[src/rtl/euryspace_uart_tx_if.sv]
// euryspace_uart_tx_if: byte handshake between the bus-side register logic
// (master) and the UART transmitter FIFO (slave). A byte moves on a clock
// edge where valid_i and ready_o are both high.
`timescale 1ns/1ps

interface euryspace_uart_tx_if;
  logic [7:0] data_i;
  logic       valid_i;
  logic       ready_o;

  modport master (
    output data_i,
    output valid_i,
    input  ready_o
  );

  modport slave (
    input  data_i,
    input  valid_i,
    output ready_o
  );
endinterface : euryspace_uart_tx_if

[src/rtl/euryspace_uart_tx.sv]
// euryspace_uart_tx: byte FIFO feeding an 8N1 LSB-first UART serialiser with
// a fixed integer clock divisor. Back-to-back frames leave no idle gap.
// Optional even-parity bit between data and stop: define
// EURYSPACE_UART_TX_PARITY_EN (default build is plain 8N1).
`timescale 1ns/1ps

module euryspace_uart_tx #(
  parameter int unsigned DIVISOR = 434,
  parameter int unsigned FIFO_AW = 4
) (
  input  logic                      wb_clk_i,
  input  logic                      wb_rst_i,
  euryspace_uart_tx_if.slave        bus,
  output logic                      tx_o,
  output logic                      busy_o,
  output logic [FIFO_AW:0]          level_o
);

  localparam int unsigned DEPTH = 1 << FIFO_AW;
  localparam int unsigned LVL_W = FIFO_AW + 1;
  localparam int unsigned CNT_W = (DIVISOR > 1) ? $clog2(DIVISOR) : 1;

  localparam logic [2:0] ST_IDLE   = 3'd0;
  localparam logic [2:0] ST_START  = 3'd1;
  localparam logic [2:0] ST_DATA   = 3'd2;
  localparam logic [2:0] ST_STOP   = 3'd3;
`ifdef EURYSPACE_UART_TX_PARITY_EN
  localparam logic [2:0] ST_PARITY = 3'd4;
`endif

  // FIFO storage and bookkeeping
  logic [7:0]         mem_q [DEPTH];
  logic [FIFO_AW-1:0] wr_ptr_q, wr_ptr_d;
  logic [FIFO_AW-1:0] rd_ptr_q, rd_ptr_d;
  logic [LVL_W-1:0]   level_q,  level_d;

  // Serialiser state
  logic [2:0]         state_q,  state_d;
  logic [CNT_W-1:0]   div_q,    div_d;
  logic [2:0]         bit_q,    bit_d;
  logic [7:0]         shift_q,  shift_d;
  logic               tx_q,     tx_d;
  logic               busy_q,   busy_d;
`ifdef EURYSPACE_UART_TX_PARITY_EN
  logic               parity_q, parity_d;
`endif

  logic               full_c;
  logic               nempty_c;
  logic               push_c;
  logic               pop_c;
  logic               bit_done_c;
  logic [7:0]         head_c;

  // Handshake and FIFO status decode
  assign full_c      = (level_q == LVL_W'(DEPTH));
  assign nempty_c    = (level_q != '0);
  assign bus.ready_o = ~full_c;
  assign push_c      = bus.valid_i & ~full_c;
  assign head_c      = mem_q[rd_ptr_q];
  assign bit_done_c  = (div_q == CNT_W'(DIVISOR - 1));

  // Next-state logic for the frame sequencer, shift register and bit timing
  always_comb begin
    state_d  = state_q;
    div_d    = div_q;
    bit_d    = bit_q;
    shift_d  = shift_q;
    pop_c    = 1'b0;
`ifdef EURYSPACE_UART_TX_PARITY_EN
    parity_d = parity_q;
`endif

    case (state_q)
      ST_IDLE: begin
        div_d = '0;
        bit_d = '0;
        if (nempty_c) begin
          pop_c   = 1'b1;
          state_d = ST_START;
        end
      end

      ST_START: begin
        if (bit_done_c) begin
          div_d   = '0;
          bit_d   = '0;
          state_d = ST_DATA;
        end else begin
          div_d = div_q + CNT_W'(1);
        end
      end

      ST_DATA: begin
        if (bit_done_c) begin
          div_d   = '0;
          shift_d = {1'b0, shift_q[7:1]};
          if (bit_q == 3'd7) begin
            bit_d   = '0;
`ifdef EURYSPACE_UART_TX_PARITY_EN
            state_d = ST_PARITY;
`else
            state_d = ST_STOP;
`endif
          end else begin
            bit_d = bit_q + 3'd1;
          end
        end else begin
          div_d = div_q + CNT_W'(1);
        end
      end

`ifdef EURYSPACE_UART_TX_PARITY_EN
      ST_PARITY: begin
        if (bit_done_c) begin
          div_d   = '0;
          state_d = ST_STOP;
        end else begin
          div_d = div_q + CNT_W'(1);
        end
      end
`endif

      ST_STOP: begin
        if (bit_done_c) begin
          div_d = '0;
          bit_d = '0;
          // Chain straight into the next start bit when more data waits
          if (nempty_c) begin
            pop_c   = 1'b1;
            state_d = ST_START;
          end else begin
            state_d = ST_IDLE;
          end
        end else begin
          div_d = div_q + CNT_W'(1);
        end
      end

      default: begin
        state_d = ST_IDLE;
        div_d   = '0;
        bit_d   = '0;
      end
    endcase

    // A pop loads the head byte; parity is captured before shifting destroys it
    if (pop_c) begin
      shift_d  = head_c;
`ifdef EURYSPACE_UART_TX_PARITY_EN
      parity_d = ^head_c;
`endif
    end
  end

  // Line level follows the state being entered, so tx_o is a clean flop output
  always_comb begin
    tx_d = 1'b1;
    case (state_d)
      ST_START:  tx_d = 1'b0;
      ST_DATA:   tx_d = shift_d[0];
`ifdef EURYSPACE_UART_TX_PARITY_EN
      ST_PARITY: tx_d = parity_d;
`endif
      default:   tx_d = 1'b1;
    endcase
  end

  // FIFO pointer and occupancy update; level counts separately from pointers
  always_comb begin
    wr_ptr_d = wr_ptr_q;
    rd_ptr_d = rd_ptr_q;
    level_d  = level_q;
    if (push_c) begin
      wr_ptr_d = wr_ptr_q + FIFO_AW'(1);
    end
    if (pop_c) begin
      rd_ptr_d = rd_ptr_q + FIFO_AW'(1);
    end
    case ({push_c, pop_c})
      2'b10:   level_d = level_q + LVL_W'(1);
      2'b01:   level_d = level_q - LVL_W'(1);
      default: level_d = level_q;
    endcase
  end

  // Busy reflects the cycle being entered: active frame or queued data
  always_comb begin
    busy_d = (state_d != ST_IDLE) || (level_d != '0);
  end

  // Control and datapath registers with synchronous reset
  always_ff @(posedge wb_clk_i) begin
    if (wb_rst_i) begin
      state_q  <= ST_IDLE;
      div_q    <= '0;
      bit_q    <= '0;
      shift_q  <= '0;
      tx_q     <= 1'b1;
      busy_q   <= 1'b0;
      wr_ptr_q <= '0;
      rd_ptr_q <= '0;
      level_q  <= '0;
`ifdef EURYSPACE_UART_TX_PARITY_EN
      parity_q <= 1'b0;
`endif
    end else begin
      state_q  <= state_d;
      div_q    <= div_d;
      bit_q    <= bit_d;
      shift_q  <= shift_d;
      tx_q     <= tx_d;
      busy_q   <= busy_d;
      wr_ptr_q <= wr_ptr_d;
      rd_ptr_q <= rd_ptr_d;
      level_q  <= level_d;
`ifdef EURYSPACE_UART_TX_PARITY_EN
      parity_q <= parity_d;
`endif
    end
  end

  // FIFO storage; contents are don't-care after reset so no reset here
  always_ff @(posedge wb_clk_i) begin
    if (push_c) begin
      mem_q[wr_ptr_q] <= bus.data_i;
    end
  end

  assign tx_o    = tx_q;
  assign busy_o  = busy_q;
  assign level_o = level_q;

endmodule : euryspace_uart_tx

[src/flat_wrapper.sv]
// flat-port wrapper written by rule: the top's interface ports become plain ports
module euryspace_uart_tx_flat 
#(
  parameter int unsigned DIVISOR = 434,
  parameter int unsigned FIFO_AW = 4
)
  (wb_clk_i, wb_rst_i, tx_o, busy_o, level_o, bus_data_i, bus_valid_i, bus_ready_o);
  euryspace_uart_tx_if bus_i ();
  input  logic wb_clk_i;
  input  logic wb_rst_i;
  output logic tx_o;
  output logic busy_o;
  output logic [FIFO_AW:0] level_o;
  input wire logic [$bits(bus_i.data_i)-1:0] bus_data_i;
  input wire logic [$bits(bus_i.valid_i)-1:0] bus_valid_i;
  output wire logic [$bits(bus_i.ready_o)-1:0] bus_ready_o;
  assign bus_i.data_i = bus_data_i;
  assign bus_i.valid_i = bus_valid_i;
  assign bus_ready_o = bus_i.ready_o;
  euryspace_uart_tx #(.DIVISOR(DIVISOR), .FIFO_AW(FIFO_AW)) u_core (.wb_clk_i(wb_clk_i), .wb_rst_i(wb_rst_i), .bus(bus_i), .tx_o(tx_o), .busy_o(busy_o), .level_o(level_o));
endmodule
[config.mk]
export PLATFORM = sky130hd
export DESIGN_NAME = euryspace_uart_tx_flat
export DESIGN_NICKNAME = d
export VERILOG_FILES = /design/src/rtl/euryspace_uart_tx_if.sv /design/src/rtl/euryspace_uart_tx.sv /design/src/flat_wrapper.sv
export SDC_FILE = /design/constraint.sdc
export NUM_CORES = 1
export LEC_CHECK = 0
export CAP_MARGIN = 20
export CORE_MARGIN = 1
export CORE_UTILIZATION = 49
export CTS_CLUSTER_SIZE = 28
export DETAILED_ROUTE_END_ITERATION = 8
export HOLD_SLACK_MARGIN = 0.06
export PLACE_DENSITY = 0.7
export SLEW_MARGIN = 20
export SYNTH_ARGS = -nofsm -noshare
export SYNTH_HDL_FRONTEND = slang
export SYNTH_SLANG_ARGS = --single-unit
[constraint.sdc]
create_clock -name wb_clk_i -period 3.2 [get_ports wb_clk_i]
set_clock_uncertainty 0.05 [all_clocks]
set_input_delay 0.64 -clock wb_clk_i [delete_from_list [all_inputs] [get_ports wb_clk_i]]
set_output_delay 0.64 -clock wb_clk_i [all_outputs]
set_load 0.02 [all_outputs]
==> results.toml <==
[detailed_routing]
wl_met1_um = 5611
viasPerCell = 5.633
vias = 3763
dr.pass1.iters = 5
wirelength_um = 13050
top_layer = "met4"
wl_met2_um = 6679
drt_iter0_drc = 228
drc = 0
routedWlPerCell_um = 19.54
dr_wl_met3_um = 499
postRouteAntennaNets = 0

[final_layout]
antenna_cells = 0
regArea_um2 = 4690
multi_input_area_um2 = 2096
area_delta_synth_final_pct = 16.91
fin_nets = 498
fill_cells = 1042
layout-drive-gt1-share_pct = 26.64

[placed_design]
io_buffers = 18
hpwl_um = 8536
routabilityCongestion = 0.7895
post-place-ws_ps = -146.9

[yosys]
yosys.area_share.adder_pct = 2.168
syn-num-nets = 447
yosysMostFrequentCell = "edfxtp_1"
synthSimpleGateAreaFrac_pct = 7.533
synth_top_area_share_pct = 55.49
ys_ff_latch = 170
avgSynthCellArea_um2 = 16.34
seq_area_frac_synth_pct = 67.63
synthCells = 424
ys_async_sr_fraction_pct = 0
synth.area.mux_share_pct = 14.32
synth_top_family_by_area = "multiplexers"
synthTopCellsByCount = "128 x edfxtp_1, 50 x nor2_1, 42 x dfxtp_1"
ys.flop_type = "edfxtp_1"
yosysWarnings = 0
synth_top_area_cell = "edfxtp_1"
yosysUniqueCellTypes = 57
synth.cell_area_um2 = 6927
synthTopCellsByArea = "edfxtp_1 55%, mux4_2 13%, dfxtp_1 12%"
synth_compound_area_share_pct = 4.100
synth_xor_area_share_pct = 1.644
synth_edf_count = 128

[run_status]
status = "complete, no violations"

[global_routing]
antenna_found_initial = 0
grt_overflow = 0
grt_pass1_vias = 3835
grt_use_total_pct = 19.43
grt_pass1_wl_um = 20580
grt_max_degree = 33

[worst_setup_path]
startpoint = "u_core.div_q[1]"
crit_path_max_fanout = 3
r2r-end = "u_core.busy_o"
critPathCapture = "u_core.busy_o"
critPathCaptureType = "register"
cp-start-kind = "register"
worst-r2r-setup-slack_ps = 140
critPathRequiredTime_ps = 3440
crit_type = "register to register"
r2r_start = "u_core.div_q[1]"
r2r_cells = 14
worst-endpoint-arrival_ps = 3300

[power_and_ir_drop]
power_mw = 6.076
leakage_nw = 2.744
vdd_drop_max_v = 0.0005056
power_density_nw_per_um2 = 750.3

[clock_tree]
clkLatencyLatePin_ps = 420
hold_buffers = 0
numCtsBuffers = 17
clock_sinks = 170
clk_pin_slew_worst_paths_ps = 60
clockRootBuffer = "clkbuf_16"
cts_tree = "done"
clk_path_buf_depth = 2
htreeDepth = 4

[floorplanning]
die-area_um2 = 14620
start_util_pct = 50.10
num_rows = 43
dieHeight_um = 120.9
pin_count = 19
coreArea_um2 = 13830
chipWidth_um = 120.9

[sta]
finalCritPeriodShare_pct = 95.57
setup_tns_ps = 0
final_hold_viol_count = 0
setup_viol = 0
tightest_slew_ps = 749.1
finalMaxSlewViolations = 0
fin_crit_ps = 3058
fmax_ghz = 0.3270
rsz0062_at_grt = "true"
slew_headroom_pct = 49.99
setup_slack_ps = 141.8

[flow_run]
maxCapViolations = 0

[hold_path]
hp-class = "register to register"
hold_depth = 1
cell usage in the layout (no fill, tap or decap), types with 5 or more instances in the layout:
cell             count
a211oi_1             6
a21oi_1             11
buf_4               37
clkbuf_16           17
clkdlybuf4s50_1     18
dfxtp_1             38
edfxtp_1           128
ha_1                10
inv_1                9
mux2i_1              8
mux4_2              40
nand2_1             12
nand3_1             10
nor2_1              50
o21ai_0              5
xor2_1               9
metrics by stage:
stage / utilization (%) / cell area, µm² / instances / hold slack (ps)
floorplan: - / 6942 / 424 / 383.4
global placement: 54.14 / 7486 / 634 / 395.5
detailed placement: 54.14 / 7486 / 634 / 406.5
CTS: 58.30 / 8061 / 667 / 416.6
global route: 58.56 / 8098 / 668 / 402.6
finish: 58.56 / 8098 / 668 / 384.1
critical path, cell delays in order, from the launching register on:
cell	delay, ps
dfxtp_2	330
inv_1	50
ha_1	120
and4b_1	250
nand4_1	110
a211o_1	300
inv_2	90
ha_4	130
xor2_1	60
ha_2	190
a21oi_2	110
mux2i_1	220
xor2_1	260
a41oi_2	170
or4_4	490
how the worst min path moves through the flow:
stage                                  from                 to  slack [ps]
after CTS                 u_core.shift_q[7]  u_core.shift_q[7]         420
after global routing        u_core.div_q[0]    u_core.div_q[0]         400
after detailed placement    u_core.div_q[0]    u_core.div_q[0]         410
after floorplan             u_core.div_q[0]    u_core.div_q[0]         380
after global placement      u_core.div_q[0]    u_core.div_q[0]         400
final                       u_core.div_q[0]    u_core.div_q[0]         380
sequential cells by signal (all words and copies together), names as in the netlist, named ones only:
signal	cells
u_core.bit_q	3
u_core.busy_o	1
u_core.div_q	9
u_core.level_o	5
u_core.mem_q	128
u_core.rd_ptr_q	4
u_core.shift_q	8
u_core.state_q	3
u_core.tx_o	1
u_core.wr_ptr_q	4
repair_timing:
action / in CTS / in global routing
endpoints found under the setup margin: 1 / 1
setup buffers: 1 / 1
gates resized for setup: 0 / 8
hold endpoints to repair: 0 / 0
pin swaps: 1 / 4
cell families after synthesis:
family / count (synthesis)
DFF: 170
and+or+nand+nor: 104
muxes: 49
AOI/OAI and AO/OA: 40
buffers and inverters: 35
xor gates and xnor gates: 13
adders and majority gates: 12
other: 1
power breakdown:
group	switching, mW	internal [mW]	leakage [nW]
sequential	0.0994	2.51	1.50
clock	0.872	1.09	0.277
combinational	0.705	0.791	0.967
total	1.68	4.40	2.74
final cells by class:
| cell class | count | share of cell area [%] |
|---|---|---|
| sequential | 170 | 57.91 |
| multi-input combinational | 219 | 25.88 |
| timing repair buffer | 56 | 5.902 |
| clock buffer | 19 | 5.346 |
| tap | 180 | 2.781 |
| clock inverter | 13 | 1.669 |
| inverter | 11 | 0.5099 |
layer usage:
metal | track usage [%] | up-vias
met1 | 24.32 | 1905
li1 | - | 1744
met5 | 0 | -
met4 | 7.639 | 0
met2 | 32.25 | 87
met3 | 5.169 | 27
(Power assumes the default switching activity.)
